`src/rtl/mem_pkg.sv`:
```
// Shared types for the MEM-stage store buffer: access-size encodings and the FIFO entry layout.
package mem_pkg;

   localparam logic [1:0] SZ_BYTE = 2'b00;
   localparam logic [1:0] SZ_HALF = 2'b01;
   localparam logic [1:0] SZ_WORD = 2'b10;

   typedef struct packed {
      logic [29:0] word_addr;
      logic [3:0]  byteena;
      logic [31:0] data;
   } sb_entry_t;

   // Encoding 2'b11 is not a legal size and behaves as a word access.
   function automatic logic is_word(input logic [1:0] size);
      return size[1];
   endfunction

endpackage

```
`src/rtl/mem_lane_align.sv`:
```
// Combinational lane logic: store byte enables and lane replication, load lane
// extraction with optional sign extension, and misalignment detection.
module mem_lane_align
   import mem_pkg::*;
(
   input  logic [1:0]  size_i,
   input  logic [1:0]  addr_lo_i,
   input  logic        sign_ext_i,
   input  logic [31:0] wdata_i,
   input  logic [31:0] rword_i,
   output logic [3:0]  byteena_o,
   output logic [31:0] wdata_o,
   output logic [31:0] rdata_o,
   output logic        misalign_o
);

   logic [7:0]  rd_byte;
   logic [15:0] rd_half;

   assign rd_byte = rword_i[{addr_lo_i, 3'b000} +: 8];
   assign rd_half = addr_lo_i[1] ? rword_i[31:16] : rword_i[15:0];

   // Store data is copied into every lane so the enabled lane always holds it.
   always_comb begin
      byteena_o  = 4'b1111;
      wdata_o    = wdata_i;
      misalign_o = 1'b0;
      if (is_word(size_i)) begin
         misalign_o = (addr_lo_i != 2'b00);
      end else if (size_i == SZ_HALF) begin
         byteena_o  = addr_lo_i[1] ? 4'b1100 : 4'b0011;
         wdata_o    = {2{wdata_i[15:0]}};
         misalign_o = addr_lo_i[0];
      end else begin
         byteena_o  = 4'b0001 << addr_lo_i;
         wdata_o    = {4{wdata_i[7:0]}};
      end
   end

   always_comb begin
      rdata_o = rword_i;
      case (size_i)
         SZ_BYTE: rdata_o = {{24{sign_ext_i & rd_byte[7]}}, rd_byte};
         SZ_HALF: rdata_o = {{16{sign_ext_i & rd_half[15]}}, rd_half};
         SZ_WORD: rdata_o = rword_i;
         default: rdata_o = rword_i;
      endcase
   end

endmodule

```
`src/rtl/mem_store_buffer.sv`:
```
// MEM-stage store buffer: aligns requests, queues stores, arbitrates the data-memory port.
// Build option MEM_STORE_FWD_EN: serve loads from the youngest matching full-word entry.
module mem_store_buffer
   import mem_pkg::*;
#(
   parameter int DEPTH = 4
) (
   input  logic        iCLK,
   input  logic        iRST_n,
   input  logic        iReq,
   input  logic        iWe,
   input  logic [1:0]  iSize,
   input  logic        iSignExt,
   input  logic [31:0] iAddress,
   input  logic [31:0] iWData,
   output logic        oStall,
   output logic        oMisalign,
   output logic [31:0] oRData,
   output logic        oEmpty,
   output logic [31:0] oMemAddress,
   output logic [3:0]  oMemByteEnable,
   output logic [31:0] oMemWriteData,
   output logic        oMemRead,
   output logic        oMemWrite,
   input  logic [31:0] iMemData
);

   localparam int IDX_W = $clog2(DEPTH);
   localparam int PTR_W = IDX_W + 1;
   localparam logic [PTR_W-1:0] PTR_ONE = 1;

   sb_entry_t        fifo_q [DEPTH];
   sb_entry_t        head;
   logic [PTR_W-1:0] wr_ptr_q, wr_ptr_d;
   logic [PTR_W-1:0] rd_ptr_q, rd_ptr_d;
   logic [PTR_W-1:0] count;
   logic [IDX_W-1:0] wr_idx, rd_idx, scan_idx;
   logic             full, empty;

   logic [3:0]  lane_be;
   logic [31:0] lane_wdata;
   logic [31:0] ld_word;
   logic [31:0] ld_data;
   logic        misalign;

   logic        hit, fwd_ok;
   logic [31:0] fwd_data;
   logic        ld_req, st_req;
   logic        mem_read, load_done, push, pop, stall;

   assign wr_idx = wr_ptr_q[IDX_W-1:0];
   assign rd_idx = rd_ptr_q[IDX_W-1:0];
   assign count  = wr_ptr_q - rd_ptr_q;
   assign empty  = (wr_ptr_q == rd_ptr_q);
   assign full   = (wr_idx == rd_idx) && (wr_ptr_q[IDX_W] != rd_ptr_q[IDX_W]);
   assign head   = fifo_q[rd_idx];

`ifdef MEM_STORE_FWD_EN
   assign ld_word = hit ? fwd_data : iMemData;
`else
   logic unused_fwd;
   assign unused_fwd = ^{fwd_ok, fwd_data};
   assign ld_word    = iMemData;
`endif

   mem_lane_align u_align (
      .size_i     (iSize),
      .addr_lo_i  (iAddress[1:0]),
      .sign_ext_i (iSignExt),
      .wdata_i    (iWData),
      .rword_i    (ld_word),
      .byteena_o  (lane_be),
      .wdata_o    (lane_wdata),
      .rdata_o    (ld_data),
      .misalign_o (misalign)
   );

   // Oldest-to-youngest scan, so the last hit is the youngest matching store.
   always_comb begin
      hit      = 1'b0;
      fwd_ok   = 1'b0;
      fwd_data = '0;
      scan_idx = '0;
      for (int k = 0; k < DEPTH; k++) begin
         scan_idx = rd_idx + IDX_W'(k);
         if ((PTR_W'(k) < count) && (fifo_q[scan_idx].word_addr == iAddress[31:2])) begin
            hit      = 1'b1;
            fwd_ok   = (fifo_q[scan_idx].byteena == 4'b1111);
            fwd_data = fifo_q[scan_idx].data;
         end
      end
   end

   // Handshake: the pipeline holds iReq and its payload while oStall=1; a request
   // is consumed in any cycle with iReq=1 and oStall=0 (misaligned ones are dropped).
   assign ld_req = iRST_n & iReq & ~iWe & ~misalign;
   assign st_req = iRST_n & iReq &  iWe & ~misalign;

   // The port drains only when no accepted request claims the cycle.
   always_comb begin
      mem_read  = 1'b0;
      load_done = 1'b0;
      push      = 1'b0;
      stall     = 1'b0;
      if (ld_req) begin
         if (!hit) begin
            mem_read  = 1'b1;
            load_done = 1'b1;
         end
`ifdef MEM_STORE_FWD_EN
         else if (fwd_ok) begin
            load_done = 1'b1;
         end
`endif
         else begin
            stall = 1'b1;
         end
      end
      if (st_req) begin
         if (full) begin
            stall = 1'b1;
         end else begin
            push = 1'b1;
         end
      end
      pop = iRST_n & ~empty & ~mem_read & ~push;
   end

   always_comb begin
      wr_ptr_d = wr_ptr_q;
      rd_ptr_d = rd_ptr_q;
      if (push) wr_ptr_d = wr_ptr_q + PTR_ONE;
      if (pop)  rd_ptr_d = rd_ptr_q + PTR_ONE;
   end

   always_ff @(posedge iCLK) begin
      if (!iRST_n) begin
         wr_ptr_q <= '0;
         rd_ptr_q <= '0;
      end else begin
         wr_ptr_q <= wr_ptr_d;
         rd_ptr_q <= rd_ptr_d;
      end
   end

   always_ff @(posedge iCLK) begin
      if (push) begin
         fifo_q[wr_idx] <= '{word_addr: iAddress[31:2], byteena: lane_be, data: lane_wdata};
      end
   end

   always_comb begin
      oMemAddress    = '0;
      oMemByteEnable = '0;
      oMemWriteData  = '0;
      if (pop) begin
         oMemAddress    = {head.word_addr, 2'b00};
         oMemByteEnable = head.byteena;
         oMemWriteData  = head.data;
      end else if (mem_read) begin
         oMemAddress    = iAddress;
         oMemByteEnable = lane_be;
      end
   end

   assign oStall    = stall;
   assign oMisalign = iRST_n & iReq & misalign;
   assign oRData    = load_done ? ld_data : '0;
   assign oEmpty    = empty | ~iRST_n;
   assign oMemRead  = mem_read;
   assign oMemWrite = pop;

endmodule
```
`config.mk`:
```
export PLATFORM = sky130hd
export DESIGN_NAME = mem_store_buffer
export DESIGN_NICKNAME = d
export VERILOG_FILES = /design/src/rtl/mem_pkg.sv /design/src/rtl/mem_lane_align.sv /design/src/rtl/mem_store_buffer.sv
export SDC_FILE = /design/constraint.sdc
export NUM_CORES = 1
export LEC_CHECK = 0
export ABC_CLOCK_PERIOD_IN_PS = 4800
export CORE_MARGIN = 2
export CORE_UTILIZATION = 55
export CTS_BUF_LIST = sky130_fd_sc_hd__clkbuf_4 sky130_fd_sc_hd__clkbuf_8 sky130_fd_sc_hd__clkbuf_16
export DETAILED_ROUTE_END_ITERATION = 12
export PLACE_DENSITY_LB_ADDON = 0.2
export SYNTH_ARGS = -nofsm -noshare
export SYNTH_HDL_FRONTEND = slang
export SYNTH_SLANG_ARGS = --single-unit
```
`constraint.sdc`:
```
create_clock -name iCLK -period 4.8 [get_ports iCLK]
set_input_delay 0.48 -clock iCLK [delete_from_list [all_inputs] [get_ports iCLK]]
set_output_delay 0.48 -clock iCLK [all_outputs]
set_load 0.01 [all_outputs]
```
==> results_dict.tcl <==
set metrics [dict create \
    die_area_um2 30000 \
    post_synth_instance_area_um2 15700 \
    drv_slew 0 \
    floorplan.core_area_um2 28000 \
    dominant_cell_type_by_area_after_synthesis "sky130_fd_sc_hd__edfxtp_1" \
    cts_htree_levels 1 \
    clock_path_buffers 3 \
    critical_path.endpoint_type "primary output" \
    dpl.hpwl_um 29800 \
    power-per-cell-area_nw_per_um2 408 \
    flow.area_growth_from_synthesis_pct 25.5 \
    clock-sinks 272 \
    worst_slack_ns 0.0429 \
    synth_ff_type "sky130_fd_sc_hd__edfxtp_1" \
    dpl_worst_slack_ns -0.0186 \
    synthDominantCellAreaShare_pct 50.4 \
    max-cap-violations 0 \
    post_synth_num_cell_types 55 \
    syn_inst 1105 \
    fin_worst_hold_slack_ns 0.496 \
    num_vias 11197 \
    globalplace.congestion 0.951 \
    gr-total-overflow 0 \
    critical_path.max_fanout 10 \
    worstSkewPairLatency_ns 0.58 \
    timing.clock.skew_ns 0.0264 \
    timing.final.hold_violations 0 \
    postLayoutCoreUtil_pct 70.5 \
    timing.fmax_mhz 210 \
    pin_count 208 \
    multi_input_logic_area_um2 7230 \
    layout.cells.most_common_list "264 x sky130_fd_sc_hd__edfxtp_1, 129 x sky130_fd_sc_hd__mux4_2, 111 x sky130_fd_sc_hd__clkdlybuf4s50_1" \
    status "finished clean" \
    sequential_cell_area_um2 8100 \
    max_slew.worst_pin.slew_ns 1.15 \
    min_delay_path_depth 1 \
    grt_antenna_before_repair 3 \
    final_common_cell "sky130_fd_sc_hd__edfxtp_1" \
    final_cycle_utilization_of_the_critical_path_pct 99.1 \
    initial_core_util_pct 56.2 \
    cts-buffers-inserted 28 \
    min_path_type "flip-flop to flip-flop" \
    cts_tree "built" \
    worst_path_largest_cell_delay_ns 0.56 \
    num-fill-cells 1916 \
    hold_buffers 0 \
    ant_nets 0 \
    grt_pass1_wl_um 68000 \
    worstPathCellList "ha_4 > buf_12 > buf_12 > mux2_4 > a221oi_4 > buf_4 > o2111ai_1 > or4_4 > or4_4 > nand3_4 > buf_6 > buf_4 > bufbuf_16 > and3_1 > buf_2" \
    yosys_register_bits 272 \
    worstSetupStartpointType "flip-flop" \
    first_global_vias 11205 \
    timing.setup.critical_path_class "flip-flop to primary output" \
    leakage_power_uw 0.00693 \
    report.final.setup_viol 0 \
    synth_area_leaders "sky130_fd_sc_hd__edfxtp_1 50%, sky130_fd_sc_hd__mux4_2 18%, sky130_fd_sc_hd__xnor2_1 5.5%, sky130_fd_sc_hd__mux2i_1 4.0%, sky130_fd_sc_hd__mux2_2 2.0%" \
    ff2ff_path_depth 16 \
    fin_crit_ns 4.76 \
    pin_count_of_the_biggest_net_entering_global_routing 70 \
    slowest_stage "sky130_fd_sc_hd__or4_4" \
    die-width_um 173 \
    routed_length_per_placed_instance_um 25.7 \
    drt_iter0_drc 1271 \
    post-route-drc-count 0 \
    synth_sequential_area_ratio_pct 51.4 \
    final_layout_size_suffix_gt1_share_pct 30.0 \
    synthesis_warning_total 0 \
    detail_route.first_pass.iterations 5 \
    detail_route.wirelength_um 44900 \
    worst_ir_drop_vdd_v 0.000297 \
    synth_nets 1216 \
    core.rowCount 61 \
    slew_headroom_pct 22.7 \
    total_nets_final 1456 \
    power_uw 8070 \
    die_h_um 173 \
    clk_transition_reported_paths_ns 0.06 \
    critPathArrivalTime_ns 4.28 \
    global_route.usage.total_pct 29.7 \
    buffer_ports.inserted 207 \
    buffer_cell_driving_the_clock_tree_root "sky130_fd_sc_hd__clkbuf_16" \
    detail_route.vias_per_cell 6.41 \
    syn-mean-instance-area_um2 14.2 \
    async_flop_share_pct 0 \
    synth-edff-count 264 \
    crit_required_ns 4.32 \
]
[critical path, delay by kind of cell, from the launching register on]
family	cells	cell delay, ns
simple gates	4	1.30
buf+inv	7	1.08
flops	1	0.36
compound gates	2	0.36
mux	1	0.32
fa+ha+maj	1	0.29
[cells by family (layout without fill, tap and decap cells)]
logic type	Yosys count	count (layout)	synth area share, %
flops	272	272	51.4
mux	222	222	24.6
simple gates	218	218	6.88
compound gates	146	146	5.95
buf+inv	120	382	3.86
xor+xnor	119	119	6.62
fa+ha+maj	8	8	0.683
other cells	0	1	0
[layout make-up]
| cell class | count | share of cell area, % |
|---|---|---|
| inverters | 22 | 0.431 |
| multi-input cells | 713 | 36.6 |
| clock inverters | 21 | 1.30 |
| flip-flops and latches | 272 | 41.0 |
| clock buffers | 31 | 3.69 |
| diodes | 1 | 0.0127 |
| repair buffers | 308 | 14.6 |
| well taps | 378 | 2.39 |
[power by group]
| part | internal [uW] | switching, uW | leakage, uW |
|---|---|---|---|
| registers | 2640 | 40.0 | 0.00245 |
| clock network | 1370 | 928 | 0.000479 |
| logic | 1600 | 1490 | 0.00401 |
| total | 5610 | 2460 | 0.00693 |
[flip-flops by register name (all words and copies together), names as in the netlist, named ones only]
signal,cells
fifo_q,264
rd_ptr_q,3
wr_ptr_q,3
[worst paths after layout]
| check | from | end | slack [ns] |
|---|---|---|---|
| max | rd_ptr_q[0]$_SDFFE_PN0P_ | oMemWriteData[14] | 0.04 |
| min | rd_ptr_q[2]$_SDFFE_PN0P_ | rd_ptr_q[2]$_SDFFE_PN0P_ | 0.50 |
| max reg2reg | rd_ptr_q[0]$_SDFFE_PN0P_ | flip-flop | 1.05 |
| min reg2reg | rd_ptr_q[2]$_SDFFE_PN0P_ | rd_ptr_q[2]$_SDFFE_PN0P_ | 0.50 |
[cells in the mapped netlist (13+ instances only)]
master                       n
sky130_fd_sc_hd__mux4_2    129
sky130_fd_sc_hd__nand3_1    25
sky130_fd_sc_hd__mux2i_1    63
sky130_fd_sc_hd__buf_1      14
sky130_fd_sc_hd__clkbuf_1   47
sky130_fd_sc_hd__nand2_1    77
sky130_fd_sc_hd__buf_2      15
sky130_fd_sc_hd__mux2_2     28
sky130_fd_sc_hd__xor2_1     21
sky130_fd_sc_hd__and3_1     32
sky130_fd_sc_hd__nor2_1     24
sky130_fd_sc_hd__o21ai_1    34
sky130_fd_sc_hd__nand4_1    16
sky130_fd_sc_hd__inv_1      21
sky130_fd_sc_hd__o21ai_0    13
sky130_fd_sc_hd__edfxtp_1  264
sky130_fd_sc_hd__buf_6      15
sky130_fd_sc_hd__xnor2_1    98
sky130_fd_sc_hd__a21oi_1    35
[repair_timing]
| item | 4_1_cts | 5_1_grt |
|---|---|---|
| endpoints found under the hold margin | 0 | 0 |
| pin swaps | 2 | 3 |
| endpoints found under the setup margin | 102 | 100 |
| setup buffers | 11 | 19 |
| cloned | 4 | 1 |
| resized for setup | 184 | 110 |
[per-stage QoR]
step	std cells	setup TNS, ns	cell area, um2
floorplan	1105	0	15700
global placement	1658	0	18500
detailed placement	1658	-0.0348	18500
CTS	1725	-1.05	19700
global route	1746	-0.0920	19800
finish	1746	0	19800
[metal layers]
metal  wire length, um  part of all wire [%]  vias to the layer above  GRT usage, %
met4              1500                   3.3                        2          9.85
li1                  -                     -                     4852             -
met2             21800                    49                      676          48.5
met5                22                 0.049                        -             0
met1             17100                    38                     5561          39.5
met3              4480                    10                      106          6.99
Power figures use the tool's default switching activity.
